==> config.mk <==
export PLATFORM = sky130hd
export DESIGN_NAME = mac_unit
export DESIGN_NICKNAME = d
export VERILOG_FILES = /design/src/rtl/mac_pkg.sv /design/src/rtl/mac_mult_stage.sv /design/src/rtl/mac_unit.sv
export SDC_FILE = /design/constraint.sdc
export NUM_CORES = 1
export LEC_CHECK = 0
export CAP_MARGIN = 20
export CORE_ASPECT_RATIO = 1.4
export CORE_MARGIN = 2
export CORE_UTILIZATION = 55
export DETAILED_ROUTE_END_ITERATION = 10
export DONT_BUFFER_PORTS = 1
export MAX_ROUTING_LAYER = met4
export PLACE_DENSITY = 0.68
export SETUP_SLACK_MARGIN = 0.3
export SYNTH_ARGS = -nofsm -noshare
export SYNTH_HDL_FRONTEND = slang
export SYNTH_HIERARCHICAL = 1
export SYNTH_SLANG_ARGS = --single-unit
export TNS_END_PERCENT = 10
==> constraint.sdc <==
create_clock -name clk -period 6.7 [get_ports clk]
set_input_delay 1.34 -clock clk [delete_from_list [all_inputs] [get_ports clk]]
set_output_delay 1.34 -clock clk [all_outputs]
set_load 0.01 [all_outputs]
==> src/rtl/mac_pkg.sv <==
// Shared types and sizing helpers for the pipelined multiply-accumulate unit.
package mac_pkg;

   typedef enum logic [1:0] {IDLE, ACCUM, DONE} mac_state_t;

   localparam int DEF_DATA_W = 16;
   localparam int DEF_K      = 4;

   // Full product width plus enough guard bits that K terms can never overflow.
   function automatic int acc_width(input int data_w, input int k);
      return 2 * data_w + $clog2(k) + 1;
   endfunction

endpackage

==> src/rtl/mac_mult_stage.sv <==
// First pipeline stage: full-precision signed product registered every cycle.
module mac_mult_stage #(
   parameter int DATA_W = 16
) (
   input  logic                       clk,
   input  logic                       rst,
   input  logic signed [DATA_W-1:0]   a_in,
   input  logic signed [DATA_W-1:0]   b_in,
   output logic signed [2*DATA_W-1:0] prod_p1
);

   localparam int P_W = 2 * DATA_W;

   logic signed [P_W-1:0] a_ext;
   logic signed [P_W-1:0] b_ext;

   assign a_ext = P_W'(a_in);
   assign b_ext = P_W'(b_in);

   // stage 0 -> stage 1
   always_ff @(posedge clk or posedge rst) begin
      if (rst) prod_p1 <= '0;
      else     prod_p1 <= a_ext * b_ext;
   end

endmodule

==> src/rtl/mac_unit.sv <==
// K-term signed dot-product engine: product stage followed by a count/state accumulator.
// Define MAC_ASSERT_EN to compile in simulation-only consistency checks.
module mac_unit
   import mac_pkg::*;
#(
   parameter  int DATA_W = DEF_DATA_W,
   parameter  int K      = DEF_K,
   localparam int ACC_W  = acc_width(DATA_W, K)
) (
   input  logic                     clk,
   input  logic                     rst,
   input  logic signed [DATA_W-1:0] a_in,
   input  logic signed [DATA_W-1:0] b_in,
   input  logic                     acc_clear,
   output logic                     acc_out_valid,
   output logic signed [ACC_W-1:0]  acc_out
);

   localparam int P_W   = 2 * DATA_W;
   localparam int CNT_W = $clog2(K + 1);
   localparam logic [CNT_W-1:0] CNT_ONE  = CNT_W'(1);
   localparam logic [CNT_W-1:0] CNT_LAST = CNT_W'(K - 1);

   logic signed [P_W-1:0] prod_p1;
   logic [CNT_W-1:0]      count;
   mac_state_t            state;

   function automatic logic signed [ACC_W-1:0] sext(input logic signed [P_W-1:0] p);
      return ACC_W'(p);
   endfunction

   mac_mult_stage #(.DATA_W(DATA_W)) u_mult (
      .clk     (clk),
      .rst     (rst),
      .a_in    (a_in),
      .b_in    (b_in),
      .prod_p1 (prod_p1)
   );

   // stage 1 -> stage 2: acc_clear is aligned with the product already in prod_p1
   always_ff @(posedge clk or posedge rst) begin
      if (rst) begin
         state         <= IDLE;
         count         <= '0;
         acc_out       <= '0;
         acc_out_valid <= 1'b0;
      end else if (acc_clear) begin
         acc_out <= sext(prod_p1);
         count   <= CNT_ONE;
         if (K == 1) begin
            state         <= DONE;
            acc_out_valid <= 1'b1;
         end else begin
            state         <= ACCUM;
            acc_out_valid <= 1'b0;
         end
      end else begin
         case (state)
            ACCUM: begin
               acc_out <= acc_out + sext(prod_p1);
               count   <= count + CNT_ONE;
               if (count == CNT_LAST) begin
                  state         <= DONE;
                  acc_out_valid <= 1'b1;
               end
            end
            default: ;
         endcase
      end
   end

`ifdef MAC_ASSERT_EN
   logic                   hold_chk;
   logic signed [ACC_W-1:0] acc_hold;

   always @(posedge clk or posedge rst) begin
      if (rst) begin
         hold_chk <= 1'b0;
         acc_hold <= '0;
      end else begin
         hold_chk <= (state == DONE) && !acc_clear;
         acc_hold <= acc_out;
      end
   end

   always @(posedge clk) begin
      if (!rst) begin
         if (acc_out_valid && (count != CNT_W'(K)))
            $error("mac_unit: acc_out_valid with count=%0d", count);
         if ($isunknown(acc_clear))
            $error("mac_unit: acc_clear is X/Z");
         if (hold_chk && (acc_out != acc_hold))
            $error("mac_unit: acc_out changed while DONE");
      end
   end
`endif

endmodule

==> results.md <==
- Outcome: finished clean
- Asr flop ratio synth: 100%
- Final Cycle Share: 94.8%
- Antenna Cells: 0
- Reg-to-Reg Start: acc_out[0]$_DFFE_PP0P_
- Relative slew slack: 60.9%
- # rows: 70
- Clock root buffer: clkbuf_16
- Pin count of the biggest net entering global routing: 74
- Multi-input logic area: 0.0113 mm^2
- Max Cap Viol: 0
- Worst Setup End Kind: flip-flop
- R2r endpoint: acc_out[28]$_DFFE_PP0P_
- Num CTS Buffers: 9
- Biggest area consumer among synthesized cells: fa_1
- R2r setup slk: 3.36 ns
- Initial DRC Count: 375
- H-tree levels: 3
- Worst-path cell chain: and2_1, fa_1, inv_1, fa_1, fa_2, inv_1, fa_1, fa_1, inv_1, fa_1, inv_1, ha_4, a21o_1, a2bb2oi_4, o2111ai_4, o211a_1, o31a_4, a31oi_4, buf_4, nor2_1, xor2_1
- Share of the synthesized area in the top cell type: 36.7%
- Worst setup endpoint: u_mult/prod_p1[27]$_DFF_PP0_
- Area contributors post-synth: fa_1 37%, dfrtp_1 13%, ha_1 10%
- Critical path buffers and inverters: 5
- WL/cell: 17.5 um
- Number of synthesized flops with an enable pin: 0
- CTS hold repair buffers: 0
- Area grow syn2layout: 5.17%
- Post-DP HPWL: 26,900 um
- Post-synthesis instance total: 1,563
- Register area share after synthesis: 12.5%
- Slew Limit Fails: 0
- RSZ-0062 raised after global routing: yes
- Initial antenna violation count: 0
- Pre-CTS setup slack: -0.0267 ns
- Core ar.: 0.0259 mm^2
- Slew @ Worst Pin: 0.585 ns
- FF/Latch Area: 0.00180 mm^2
- CP top delay family: adder cells
- IO Count: 71
- Die Footprint: 0.0274 mm^2
- First-pass GRT wire length: 54,700 um
- Vias per cell: 5.47
- Synth warn: 6
- WP data required: 6.91 ns
- Clock transition at path regs: 0.05 ns
- Gr usage total: 25.6%
- Starting Density: 55.4%
- Critical path fanouts, max: 16
- Detailed Routing Iterations Pass 1: 4
- Clk Latency, worst-skew pair: 0.34 ns
- Clock sinks: 72
- CTS tree: built
- Routed via count: 10,200
- Hold Vio Cnt, Final: 0
- Seq cells post-synth: 72
- Most common cell in the netlist: inv_1
- Grt total ovfl: 0
- Buffers on Ports: 0
- Predominant post-synthesis flop cell: dfrtp_1
- Synth top cells by count: 306 x inv_1, 263 x fa_1, 187 x nand2_1
- # DRC: 0
- Die height: 195 um
- Crit Path Category: in -> reg
- GP Congestion: 0.920
- Fillers: 2,286
- Fraction of layout cells with a size suffix above 1: 5.65%
- Mean Syn Cell Area: 9.19 um^2
- Final min period: 6.35 ns
- Setup Viol. Count Final: 0
- Levels on crit path: 21
- Post-synth cell types: 80
- Die width: 141 um
- Max stage delay on crit path: 0.54 ns
- CP Launch Type: primary input
- Syn Nets: 1,979
- Worst path slowest cell: fa_1
- Fin worst setup slack: 0.350 ns
- Most Frequent Cell on Critical Path: fa_1
- Final ANT Viol Nets: 0
- FF-to-FF path depth: 12
- Hold WC Path Type: reg -> reg
- Post-Syn Area: 0.0144 mm^2
- Clk_skew: 0.00780 ns
- Vias in the first global route: 11,100
- Post-Route WL: 32,600 um
- Worst-case clock buffer depth: 2
- Crit path from: a_in[6]
- Nets: 1,952
- CP Data Arrival Time: 6.56 ns
- Fmax: 0.157 GHz
[flip-flops by register name, summed over array words and instances, names as in the netlist]
register        count
count               3
u_mult/prod_p1     32
acc_out            35
state               2
[metrics by stage]
stage | hold slack, ns | cell area, um^2 | std cells | utilization (%) | setup TNS, ns
6_report | 0.486 | 15100 | 1865 | 58.2 | 0
5_1_grt | 0.520 | 15100 | 1865 | 58.2 | 0
4_1_cts | 0.488 | 15000 | 1863 | 58.0 | 0
3_5_place_dp | 0.479 | 14700 | 1847 | 56.9 | -0.0267
3_3_place_gp | 0.465 | 14700 | 1847 | 56.9 | 0
2_1_floorplan | 0.457 | 14600 | 1563 | - | 0
[per-layer routing]
metal | wire, um | share of wire [%] | track usage, % | vias to the layer above
met2 | 16200 | 50 | 44.2 | 283
met3 | 1740 | 5.3 | 3.73 | 54
met5 | 0 | 0 | - | -
met1 | 13900 | 43 | 31.6 | 5047
li1 | - | - | - | 4809
met4 | 810 | 2.5 | 7.15 | 0
[layout make-up]
type / instances / share of cell area (%)
Sequential cell: 72 / 11.9
Tap cell: 324 / 2.68
Multi-Input combinational cell: 1132 / 74.9
Timing Repair Buffer: 15 / 0.878
Inverter: 306 / 7.61
Clock buffer: 14 / 1.75
Clock inverter: 2 / 0.249
[worst min path at each step]
stage,from,endpoint,slack (ns),cells past startpoint
floorplan,u_mult/prod_p1[0]$_DFF_PP0_,acc_out[0]$_DFFE_PP0P_,0.46,2
global placement,u_mult/prod_p1[0]$_DFF_PP0_,acc_out[0]$_DFFE_PP0P_,0.46,2
detailed placement,u_mult/prod_p1[23]$_DFF_PP0_,acc_out[23]$_DFFE_PP0P_,0.48,2
CTS,u_mult/prod_p1[0]$_DFF_PP0_,acc_out[0]$_DFFE_PP0P_,0.49,2
global route,u_mult/prod_p1[23]$_DFF_PP0_,acc_out[23]$_DFFE_PP0P_,0.52,2
finish,u_mult/prod_p1[23]$_DFF_PP0_,acc_out[23]$_DFFE_PP0P_,0.49,2
[worst min-delay path, cell delays in order (launching register included)]
cell and delay (ns):
dfrtp_1 0.34, nand2_1 0.05, o21ai_0 0.06
[cell families after synthesis]
group	Yosys count	share of synthesized area, %
compound gates	239	11.3
mux	10	0.715
xor+xnor	61	3.72
buf+inv	359	9.81
fa+ha+maj	381	47.0
simple gates	441	15.0
flops	72	12.5
[layout by cell type, fill, tap and decap left out, drive strengths merged, types with 5 or more instances in the layout]
master / count
a211oi: 10
a21o: 27
a21oi: 75
a31oi: 7
and2: 126
buf: 15
clkbuf: 14
dfrtp: 72
fa: 263
ha: 118
inv: 306
mux2i: 8
nand2: 187
nand2b: 13
nand3: 12
nor2: 63
nor2b: 8
nor3: 8
o211ai: 5
o21a: 9
o21ai: 62
o21bai: 5
o221ai: 6
xnor2: 41
xor2: 20
[what timing repair did]
action                                  in CTS  in global routing
gates resized for setup                      0                  4
buffers inserted                             0                  1
endpoints found under the setup margin       0                  9
Power is not shown: default switching activity piles up to over one toggle a cycle in this logic, so the estimate is an artifact.
